===== config.mk =====
export PLATFORM = sky130hd
export DESIGN_NAME = pipe_stage
export DESIGN_NICKNAME = d
export VERILOG_FILES = /design/src/rtl/pipe_pkg.sv /design/src/rtl/pipe_skid_slot.sv /design/src/rtl/pipe_stage.sv
export SDC_FILE = /design/constraint.sdc
export NUM_CORES = 1
export LEC_CHECK = 0
export ABC_AREA = 1
export CAP_MARGIN = 10
export CORE_MARGIN = 5
export CORE_UTILIZATION = 46
export DETAILED_ROUTE_END_ITERATION = 10
export GPL_ROUTABILITY_DRIVEN = 0
export MAX_ROUTING_LAYER = met4
export PLACE_DENSITY = 0.89
export SYNTH_ARGS = -nofsm -noshare
export SYNTH_HDL_FRONTEND = slang
export SYNTH_SLANG_ARGS = --single-unit

===== constraint.sdc =====
create_clock -name clk -period 4.5 [get_ports clk]
set_clock_uncertainty 0.2 [all_clocks]
set_input_delay 0.9 -clock clk [delete_from_list [all_inputs] [get_ports clk]]
set_output_delay 0.9 -clock clk [all_outputs]
set_load 0.05 [all_outputs]

===== src/rtl/pipe_pkg.sv =====
// Shared definitions for the pipeline boundary register:
// control-vector layout, handshake states and the bubble value.
package pipe_pkg;

   localparam int CTRL_W = 9;

   // Bit positions inside the control vector
   localparam int CTRL_REG_DEST   = 8;
   localparam int CTRL_BRANCH     = 7;
   localparam int CTRL_MEM_READ   = 6;
   localparam int CTRL_MEM_TO_REG = 5;
   localparam int CTRL_ALU_OP1    = 4;
   localparam int CTRL_ALU_OP2    = 3;
   localparam int CTRL_MEM_WRITE  = 2;
   localparam int CTRL_ALU_SRC    = 1;
   localparam int CTRL_REG_WRITE  = 0;

   typedef enum logic [1:0] {
      ST_EMPTY = 2'd0,
      ST_FULL  = 2'd1,
      ST_SKID  = 2'd2
   } state_e;

   // Bubble: no write, no branch, no memory access
   localparam logic [CTRL_W-1:0] CTRL_BUBBLE = '0;

endpackage


===== src/rtl/pipe_skid_slot.sv =====
// Second holding entry of a pipe_stage: one register
// with load, clear and an occupancy flag.
module pipe_skid_slot
   import pipe_pkg::*;
#(
   parameter int W = 73
) (
   input  logic         clk,
   input  logic         rst_n,
   input  logic         load,
   input  logic         clear,
   input  logic [W-1:0] d,
   output logic [W-1:0] q,
   output logic         vld
);

   logic [W-1:0] ent_q, ent_d;
   logic         vld_q, vld_d;

   // Load captures a new entry; clear empties the slot
   always_comb begin
      ent_d = ent_q;
      vld_d = vld_q;
      if (clear) begin
         vld_d = 1'b0;
      end else if (load) begin
         ent_d = d;
         vld_d = 1'b1;
      end
   end

   // Slot registers
   always_ff @(posedge clk) begin
      if (!rst_n) begin
         ent_q <= '0;
         vld_q <= 1'b0;
      end else begin
         ent_q <= ent_d;
         vld_q <= vld_d;
      end
   end

   assign q   = ent_q;
   assign vld = vld_q;

endmodule


===== src/rtl/pipe_stage.sv =====
// Pipeline boundary register with valid/ready, flush/bubble
// and a saturating stall counter. Skid entry: PIPE_STAGE_SKID_EN.
module pipe_stage #(
   parameter int DATA_W      = 32,
   parameter int PC_W        = 32,
   parameter int CTRL_W      = pipe_pkg::CTRL_W,
   parameter int STALL_CNT_W = 16
) (
   input  logic                   clk,
   input  logic                   rst_n,
   input  logic                   in_valid,
   output logic                   in_ready,
   input  logic [DATA_W-1:0]      in_data,
   input  logic [PC_W-1:0]        in_pc,
   input  logic [CTRL_W-1:0]      in_ctrl,
   input  logic                   flush,
   output logic                   out_valid,
   input  logic                   out_ready,
   output logic [DATA_W-1:0]      out_data,
   output logic [PC_W-1:0]        out_pc,
   output logic [CTRL_W-1:0]      out_ctrl,
   output logic [STALL_CNT_W-1:0] stall_cnt
);

   import pipe_pkg::*;

   localparam int ENT_W = DATA_W + PC_W + CTRL_W;

   state_e                 state_q, state_d;
   logic [ENT_W-1:0]       main_q, main_d;
   logic [STALL_CNT_W-1:0] cnt_q, cnt_d;
   logic [ENT_W-1:0]       in_ent;
   logic                   in_xfer;
   logic                   out_xfer;

   assign in_ent   = {in_data, in_pc, in_ctrl};
   assign out_valid = (state_q != ST_EMPTY);
   assign in_xfer  = in_valid & in_ready;
   assign out_xfer = out_valid & out_ready;

`ifdef PIPE_STAGE_SKID_EN
   logic             rdy_q, rdy_d;
   logic             skid_load;
   logic             skid_clr;
   logic             skid_vld;
   logic [ENT_W-1:0] skid_ent;

   // Registered ready cuts the backward ready chain
   assign in_ready = rst_n & rdy_q;

   pipe_skid_slot #(
      .W (ENT_W)
   ) u_skid (
      .clk   (clk),
      .rst_n (rst_n),
      .load  (skid_load),
      .clear (skid_clr),
      .d     (in_ent),
      .q     (skid_ent),
      .vld   (skid_vld)
   );
`else
   assign in_ready = rst_n & (out_ready | ~out_valid);
`endif

   // Next state and main-register load; flush empties everything
   always_comb begin
      state_d = state_q;
      main_d  = main_q;
`ifdef PIPE_STAGE_SKID_EN
      skid_load = 1'b0;
      skid_clr  = 1'b0;
`endif
      unique case (state_q)
         ST_EMPTY: begin
            if (in_xfer) begin
               main_d  = in_ent;
               state_d = ST_FULL;
            end
         end
         ST_FULL: begin
            if (in_xfer && out_xfer) begin
               main_d = in_ent;
            end else if (out_xfer) begin
               state_d = ST_EMPTY;
`ifdef PIPE_STAGE_SKID_EN
            end else if (in_xfer) begin
               skid_load = 1'b1;
               state_d   = ST_SKID;
`endif
            end
         end
`ifdef PIPE_STAGE_SKID_EN
         ST_SKID: begin
            if (out_xfer && skid_vld) begin
               main_d   = skid_ent;
               skid_clr = 1'b1;
               state_d  = ST_FULL;
            end
         end
`endif
         default: begin
            state_d = ST_EMPTY;
         end
      endcase
      if (flush) begin
         state_d = ST_EMPTY;
         main_d  = main_q;
`ifdef PIPE_STAGE_SKID_EN
         skid_load = 1'b0;
         skid_clr  = 1'b1;
`endif
      end
   end

`ifdef PIPE_STAGE_SKID_EN
   // Ready for the next cycle: room unless both entries are held
   always_comb begin
      rdy_d = (state_d != ST_SKID);
   end
`endif

   // Saturating count of stalled output cycles
   always_comb begin
      cnt_d = cnt_q;
      if (out_valid && !out_ready && (cnt_q != '1)) begin
         cnt_d = cnt_q + 1'b1;
      end
   end

   // State, main entry and counter registers
   always_ff @(posedge clk) begin
      if (!rst_n) begin
         state_q <= ST_EMPTY;
         main_q  <= '0;
         cnt_q   <= '0;
`ifdef PIPE_STAGE_SKID_EN
         rdy_q   <= 1'b1;
`endif
      end else begin
         state_q <= state_d;
         main_q  <= main_d;
         cnt_q   <= cnt_d;
`ifdef PIPE_STAGE_SKID_EN
         rdy_q   <= rdy_d;
`endif
      end
   end

   assign out_data  = main_q[ENT_W-1 -: DATA_W];
   assign out_pc    = main_q[CTRL_W +: PC_W];
   assign out_ctrl  = out_valid ? main_q[CTRL_W-1:0]
                                : CTRL_W'(CTRL_BUBBLE);
   assign stall_cnt = cnt_q;

endmodule

* After elaboration in Yosys (flattened, before gate mapping)
Index checks and enable logic that the tools add are counted.
** Storage, ports and cells
- Bits in registers :: 91
- Input bits :: 78
- Word-level logic and storage cells :: 35
** Cells by class
- Reductions and logical operators :: 10
- Bitwise logic cells :: 7
- Add/subtract/negate cells :: 1
- Equal/unequal tests :: 6
- Multiplexer cells :: 8
** Operators with widths (count)
- $mux W73 :: 2
- $pmux W73 S2 :: 1
- $add A16 B1 Y16 const B :: 1
- $ne A16 B16 Y1 const B :: 1
- $mux W9 :: 1
- $ne A2 B2 Y1 const B :: 4
- $mux W2 :: 3
- $pmux W2 S2 :: 1
- $reduce_and A4 Y1 :: 1
- $reduce_bool A2 Y1 :: 2
- $and A1 B1 Y1 :: 3
- $logic_and A1 B1 Y1 :: 3
- $not A1 Y1 :: 3
- $reduce_and A3 Y1 :: 1
- $eq A2 B1 Y1 const B :: 1
- $logic_not A2 Y1 :: 1
- $reduce_or A2 Y1 :: 1
- $logic_not A1 Y1 :: 1
- $or A1 B1 Y1 :: 1

* Logic depth before layout (Yosys ltp)
Gate-level depths: netlist of run 1.
- Word-level depth :: 8
- Gate-level depth with buffers :: 9
- Gate-level depth less buffers :: 9

* Worst setup path before layout of run 1
No wires, ideal clock.
- Kind :: input to output
- Start :: input rst_n
- End :: output in_ready
- Cell stages on the path :: 3
- Path buffers :: 1
- Setup slack :: 1.617 ns
- Required time :: 3.400 ns
- Arrival :: 1.783 ns
- Path through :: inv_2 > clkbuf_1 > nor2_1
** Between the ends
- Cells in the longest elaborated chain, start to end :: 1
** Ends and longest elaborated chain
- start, declared :: line pipe_stage.sv:10 : input logic rst_n,
- $and A1 B1 Y1 :: line pipe_stage.sv:63 : assign in_ready = rst_n & (out_ready | ~out_valid);
- end, declared :: line pipe_stage.sv:12 : output logic in_ready,
Every way passes these cells.

* Worst setup path in the final report of run 1
- Start :: input out_ready
- End :: output in_ready
** Between the ends
- Cells in the longest elaborated chain, start to end :: 2
** Ends and longest elaborated chain
- start, declared :: line pipe_stage.sv:18 : input logic out_ready,
- $or A1 B1 Y1 :: line pipe_stage.sv:63
- $and A1 B1 Y1 :: line pipe_stage.sv:63
Every way passes these cells.

==> summary.txt, run 1 <==
CTS
  • Clock insertion delay at the later pin of the skew report: 0.34 ns
  • CTS tree: yes
  • Number of CTS-inserted buffers: 9
  • Post-CTS Setup Inserts: 0
  • H-tree levels: 3
  • Maximum buffer depth of the clock tree: 2
  • Clock-pin slew of the registers on the worst-case setup and hold paths: 0.08 ns
  • # resized after CTS: 0
  • Clock sink count: 90
  • Count of hold buffers inserted by post-cts repair: 0
  • Root Driver: clkbuf_8

Power
  • Reported leakage power: 2.22 nW
  • Combinational group share of total power: 19.4%
  • Max VDD drop: 0.189 mV
  • Pwr Density: 306 nW/µm²
  • Design internal power: 0.00118 W
  • Sequential cell fraction of total power: 51.3%
  • Share of power burned in the clock network: 29.3%
  • Switching power total: 0.000482 W
  • Switching Share: 29.1%

Routing
  • Total via count in the routed design: 3668
  • First-pass detailed-route iteration total: 4
  • Vias per Instance: 4.85
  • Routed WL per cell: 13.8 µm
  • Antenna-violating nets left: 0
  • Remaining DRCs: 0
  • DRT iter0 DRCs: 117
  • Detailed-route wire length: 10500 µm

Placed design
  • IO Port Bufs: 168
  • HPWL after detailed placement: 7470 µm

GRT
  • Global-route usage over all layers: 19.1%
  • Maximum number of pins on one net before global-route repair: 80
  • Number of antenna violations at the first check in global routing: 0
  • Total grt overflow: 0
  • First-pass GRT wire length: 17000 µm
  • Vias in the first global route: 3563

Worst setup path
  • Reg-to-reg slack, setup: 2.20 ns
  • Beginning of the worst register-to-register path: stall_cnt[0]$_SDFFE_PN0P_
  • Depth of the worst register-to-register path: 7
  • Worst EP required: 3.40 ns
  • Type of element launching the critical path: input port
  • Crit path DAT: 2.36 ns
  • Setup crit end kind: primary output
  • Capture point of the worst reg-to-reg path: stall_cnt[1]$_SDFFE_PN0P_
  • Largest fanout on the critical path: 6
  • Worst setup path class: in -> out

Synthesis
  • Number of different library cells in the post-synthesis netlist: 21
  • Cell Area, Synth: 4090 µm²
  • Net count after synthesis: 633
  • Dominant combinational cell family by area after synthesis: simple AND/OR/NAND/NOR gates
  • Adder-cell area share of the yosys netlist: 0.306%
  • Synth Register Bits: 90
  • Fraction of synthesized area in multiplexers: 0%
  • Syn. warnings: 0
  • Post-synthesis sequential area ratio: 44.1%
  • Number of instances in the synthesized netlist: 554
  • Share of synthesized cell area in and, or, nand and nor gates: 24.7%
  • Share of the synthesized area in compound gates (AO/OA/AOI/OAI): 10.8%
  • Post-Synth XOR/XNOR Area: 1.29%
  • Mean Syn Cell Area: 7.38 µm²

Cells and area
  • Share of layout cells above drive strength 1: 4.01%
  • Leading cell type in the layout, fill and taps excluded: nor2_1
  • Area overhead of the layout relative to synthesis: 32.8%
  • Number of nets at the end of the flow: 724
  • Total inserted antenna cells: 0
  • Leading cell types in the layout, fill and taps excluded: nor2_1, clkdlybuf4s50_1, dfxtp_1, o21ai_1, nand2_1
  • Filler cell count: 764

Timing
  • Setup violators final: 0
  • Hold WS: 0.302 ns
  • Count of endpoints failing hold in the final timing report: 0
  • RSZ-0062 raised after global routing: no
  • Part of the cycle the worst path needs: 76.9%
  • Transition at the pin with the smallest max-transition slack: 0.817 ns
  • Fin crit period: 3.46 ns
  • Worst slew slack as a fraction of its limit: 45.2%
  • Max Clock Freq: 289 MHz
  • Post-Route Setup TNS: 0 ns
  • Slew Limit Fails: 0

Die
  • Die Footprint: 10900 µm²
  • Row count: 34
  • Initial cell density of the core: 47.1%
  • Die H: 104 µm
  • Boundary pin count: 169
  • Placeable core region: 8680 µm²
  • Die width: 104 µm

Job
  • Count of maximum capacitance violations: 0

Hold path
  • Min-Delay Endpoint: main_q[50]$_SDFFE_PN0P_
  • Type of the most critical hold path: reg -> reg
  • Worst hold path cell count: 2
  • Origin of the worst min-delay path: main_q[50]$_SDFFE_PN0P_

Status
  • Result of the run: finished clean
through the flow:
| step | cell area, µm² | std cells | total power (W) | setup slack, ns | utilization, % |
|---|---|---|---|---|---|
| finish | 5430 | 757 | 0.00166 | 1.04 | 62.5 |
| global route | 5430 | 757 | 0.00173 | 1.01 | 62.5 |
| CTS | 5410 | 756 | 0.00168 | 1.03 | 62.3 |
| detailed placement | 5240 | 741 | 0.00119 | 1.04 | 60.3 |
| global placement | 5240 | 741 | 0.00118 | 1.02 | 60.3 |
| floorplan | 4090 | 554 | 0.00109 | 1.62 | - |
power groups by stage:
stage / Combinational, W / Clock [W] / Sequential [W]
floorplan: 0.000223 / 0 / 0.000867
global placement: 0.000317 / 0 / 0.000866
detailed placement: 0.000322 / 0 / 0.000869
CTS: 0.000323 / 0.000505 / 0.000851
global route: 0.000339 / 0.000538 / 0.000855
finish: 0.000322 / 0.000485 / 0.000851
flip-flops by register name, summed over array words and instances (netlist names):
register,flops
main_q,73
stall_cnt,16
state_q,1
Yosys cell counts (all sizes together):
library cell	number	area, µm²
nor2	176	678
dfxtp	90	1800
buf	76	622
o21ai	75	375
nand2	61	229
inv	24	90.1
clkbuf	15	56.3
a21oi	13	65.1
nand3	10	50.1
nand4	6	37.5
xnor2	3	26.3
xor2	3	26.3
ha	1	12.5
nor3	1	16.3
final cells by class:
class / instances / area, µm² / share of cell area, %
Inverter: 24 / 90.1 / 1.66
Clock inverter: 4 / 28.8 / 0.530
Clock buffer: 11 / 141 / 2.61
Timing Repair Buffer: 171 / 1710 / 31.5
Multi-Input combinational cell: 349 / 1520 / 28.0
Sequential cell: 90 / 1800 / 33.2
Tap cell: 108 / 135 / 2.49
critical path, cell delays in order:
cell and delay, ns:
clkdlybuf4s50_1 0.51, nor2_4 0.07, nor2_1 0.08, clkdlybuf4s50_1 0.80
worst max-delay path by stage:
stage                     startpoint        to  cells past startpoint  slack, ns
after floorplan                rst_n  in_ready                      3       1.62
after global placement     out_ready  in_ready                      4       1.02
after detailed placement   out_ready  in_ready                      4       1.04
after CTS                  out_ready  in_ready                      4       1.03
after global routing       out_ready  in_ready                      4       1.01
final                      out_ready  in_ready                      4       1.04
kinds of logic after synthesis:
family | count (synthesis)
buffers and inverters | 115
xor gates and xnor gates | 6
AOI/OAI and AO/OA | 88
and+or+nand+nor | 254
DFF | 90
adders and majority gates | 1
per-layer routing:
layer / GRT usage [%] / vias up / share of wire [%]
li1: - / 1859 / -
met1: 21.2 / 1651 / 41
met2: 32.9 / 136 / 50
met3: 4.47 / 22 / 6.2
met4: 8.05 / 0 / 2.6
met5: - / - / 0
(Power assumes the default switching activity.)
==> run 2, diff against run 1 <==
--- a/config.mk
+++ b/config.mk
@@ -8,11 +8,11 @@
 export ABC_AREA = 1
 export CAP_MARGIN = 10
 export CORE_MARGIN = 5
-export CORE_UTILIZATION = 46
+export CORE_UTILIZATION = 43
 export DETAILED_ROUTE_END_ITERATION = 10
 export GPL_ROUTABILITY_DRIVEN = 0
 export MAX_ROUTING_LAYER = met4
-export PLACE_DENSITY = 0.89
+export PLACE_DENSITY = 0.84
 export SYNTH_ARGS = -nofsm -noshare
 export SYNTH_HDL_FRONTEND = slang
 export SYNTH_SLANG_ARGS = --single-unit
==> constraint.sdc (replaced) <==
create_clock -name clk -period 3.45 [get_ports clk]
set_clock_uncertainty 0.2 [all_clocks]
set_input_delay 0.69 -clock clk [delete_from_list [all_inputs] [get_ports clk]]
set_output_delay 0.69 -clock clk [all_outputs]
set_load 0.05 [all_outputs]
==> run 2 against run 1 <==
Register-to-register slack got worse by 0.96 ns. Critical path depth decreased by 1. Flip-flop and latch count did not move. Core utilization down 3.1 points. Highest routed layer unchanged. Largest power group unchanged.
==> summary.txt, run 2 (synthesized netlist as in run 1, its figures left out) <==
Worst setup path
  • Cell chain of the critical path: nand2_1, inv_1, clkdlybuf4s50_1
  • Setup crit end kind: primary output
  • Cell with the largest stage delay on the worst path: clkdlybuf4s50_1
  • Depth of the worst register-to-register path: 7 (unchanged)
  • Beginning of the worst register-to-register path: stall_cnt[0]$_SDFFE_PN0P_
  • Critical Path Max Stage Delay: 0.80 ns (about the same)
  • Reg-to-reg slack, setup: 1.24 ns (-0.96 ns)
  • Crit path launch: state_q[0]$_SDFFE_PP0P_
  • Crit path DAT: 1.96 ns (-0.40 ns)
  • Largest fanout on the critical path: 11 (+5)
  • Worst EP required: 2.56 ns (-0.84 ns)
  • Critical path destination: out_ctrl[3]
  • Capture point of the worst reg-to-reg path: stall_cnt[9]$_SDFFE_PN0P_
  • Type of element launching the critical path: flip-flop
  • Worst setup path class: reg -> out

GRT
  • M1 GR Usage: 21.9% (+0.71 points)
  • Number of antenna violations at the first check in global routing: 1 (+1)
  • Met2 Use GR: 29.8% (-3.1 points)
  • Busiest layer in global routing: met2
  • Maximum number of pins on one net before global-route repair: 80 (unchanged)
  • Met3 Track Usage GR: 6.06% (+1.6 points)
  • Vias in the first global route: 3551 (-0.34%)
  • First-pass GRT wire length: 16800 µm (-0.73%)
  • Global-route usage over all layers: 18.3% (-0.87 points)
  • Total grt overflow: 0 (unchanged)

Timing
  • Max Clock Freq: 351 MHz
  • Count of endpoints failing hold in the final timing report: 0 (unchanged)
  • Worst slew slack as a fraction of its limit: 47.3% (+2.2 points)
  • Post-Route Setup TNS: 0 ns (unchanged)
  • Fin crit period: 2.85 ns
  • RSZ-0062 raised after global routing: no
  • Setup violators final: 0 (unchanged)
  • Transition at the pin with the smallest max-transition slack: 0.790 ns (-0.0270 ns)
  • Slew Limit Fails: 0 (unchanged)
  • Part of the cycle the worst path needs: 82.6%

Die
  • Row count: 35 (+2.9%)
  • Die Footprint: 11600 µm² (+6.3%)
  • Die H: 107 µm (+3.1%)
  • Die width: 107 µm (+3.1%)
  • Boundary pin count: 169 (unchanged)
  • Initial cell density of the core: 44.2% (-2.9 points)
  • Placeable core region: 9240 µm² (+6.5%)

Cells and area
  • Leading cell types in the layout, fill and taps excluded: nor2_1, clkdlybuf4s50_1, dfxtp_1, o21ai_1, nand2_1
  • Max FFs per register: 73 (unchanged)
  • Filler cell count: 814 (+6.5%)
  • FF/Latch Area: 1800 µm² (unchanged)
  • Register bank with the most flops: main_q
  • Leading cell type in the layout, fill and taps excluded: nor2_1
  • Area overhead of the layout relative to synthesis: 34.4%
  • Share of layout cells above drive strength 1: 4.46% (+0.46 points)
  • Share of the core filled with cells: 59.5% (-3.1 points)
  • Area of the multi-input gates: 1520 µm² (unchanged)
  • Number of nets at the end of the flow: 724 (unchanged)

Power
  • Reported leakage power: 2.25 nW (+1.3%)
  • Design internal power: 0.00163 W (+39%)
  • Pwr Density: 415 nW/µm² (+36%)
  • Max VDD drop: 0.235 mV (+24%)
  • Share of power burned in the clock network: 32.9% (+3.6 points)
  • Switching power total: 0.000643 W (+33%)
  • Combinational group share of total power: 18.4% (-1.0 points)
  • Power after layout: 0.00228 W (+37%)
  • Switching Share: 28.2% (-0.84 points)
  • Sequential cell fraction of total power: 48.7% (-2.6 points)

CTS
  • CTS tree: yes
  • Number of CTS-inserted buffers: 9 (unchanged)
  • Clock insertion delay at the later pin of the skew report: 0.34 ns (about the same)
  • Count of hold buffers inserted by post-cts repair: 0 (unchanged)
  • # resized after CTS: 0 (unchanged)
  • Post-CTS Setup Inserts: 0 (unchanged)
  • Maximum buffer depth of the clock tree: 2 (unchanged)
  • Clock sink count: 90 (unchanged)
  • H-tree levels: 3 (unchanged)
  • Clock-pin slew of the registers on the worst-case setup and hold paths: 0.09 ns (about the same)
  • Root Driver: clkbuf_8

Routing
  • Remaining DRCs: 0 (unchanged)
  • Vias per Instance: 4.71 (-2.8%)
  • Antenna-violating nets left: 0 (unchanged)
  • DRT iter0 DRCs: 152 (+30%)
  • Routed WL per cell: 13.5 µm (-2.5%)
  • Detailed-route wire length: 10500 µm (+0.50%)
  • First-pass detailed-route iteration total: 4 (unchanged)
  • Total via count in the routed design: 3675 (+0.19%)

Job
  • Count of maximum capacitance violations: 0 (unchanged)

Status
  • Result of the run: finished clean

Hold path
  • Type of the most critical hold path: reg -> reg
  • Worst hold path cell count: 2 (unchanged)

Placed design
  • HPWL after detailed placement: 7540 µm (+0.93%)
  • IO Port Bufs: 168 (unchanged)
## run 2: how the worst min path moves through the flow
stage                       startpoint                       to  slack [ns]
2_1_floorplan   main_q[0]$_SDFFE_PN0P_   main_q[0]$_SDFFE_PN0P_        0.26
3_3_place_gp   main_q[18]$_SDFFE_PN0P_  main_q[18]$_SDFFE_PN0P_        0.28
3_5_place_dp   main_q[67]$_SDFFE_PN0P_  main_q[67]$_SDFFE_PN0P_        0.28
4_1_cts        main_q[67]$_SDFFE_PN0P_  main_q[67]$_SDFFE_PN0P_        0.31
5_1_grt        main_q[67]$_SDFFE_PN0P_  main_q[67]$_SDFFE_PN0P_        0.33
6_report       main_q[67]$_SDFFE_PN0P_  main_q[67]$_SDFFE_PN0P_        0.30
## run 2: critical path: cells and delay by family (launching register included)
family	cells	cell delay (ns)
flops	1	0.62
buf+inv	2	0.88
simple gates	1	0.13
## run 2: layer usage
| layer | vias up | routed length, µm |
|---|---|---|
| met5 | - | 0 |
| met4 | 0 | 135 |
| met3 | 13 | 964 |
| met2 | 146 | 5040 |
| met1 | 1658 | 4380 |
| li1 | 1858 | - |
## run 2: cell type report
class / count / share of cell area [%]
Sequential cell: 90 / 32.8
Timing Repair Buffer: 171 / 31.1
Multi-Input combinational cell: 349 / 27.6
Tap cell: 129 / 2.94
Clock buffer: 11 / 2.76
Inverter: 24 / 1.64
Clock inverter: 5 / 1.12
Antenna cell: 1 / 0.0455
## run 2: metrics by stage
stage               std cells  instance area (µm²)  hold WS, ns  worst slack (ns)
finish                    780                 5490        0.304             0.600
global route              780                 5490        0.328             0.470
CTS                       778                 5470        0.306             0.566
detailed placement        762                 5260        0.282             0.558
global placement          762                 5260        0.276             0.673
floorplan                 554                 4090        0.262             0.987
## run 2: power groups by stage
stage          Clock [W]  Combinational (W)  Sequential, W
3_5_place_dp           0           0.000419        0.00113
4_1_cts         0.000776           0.000420        0.00111
3_3_place_gp           0           0.000414        0.00113
5_1_grt         0.000819           0.000442        0.00112
2_1_floorplan          0           0.000291        0.00113
6_report        0.000749           0.000418        0.00111
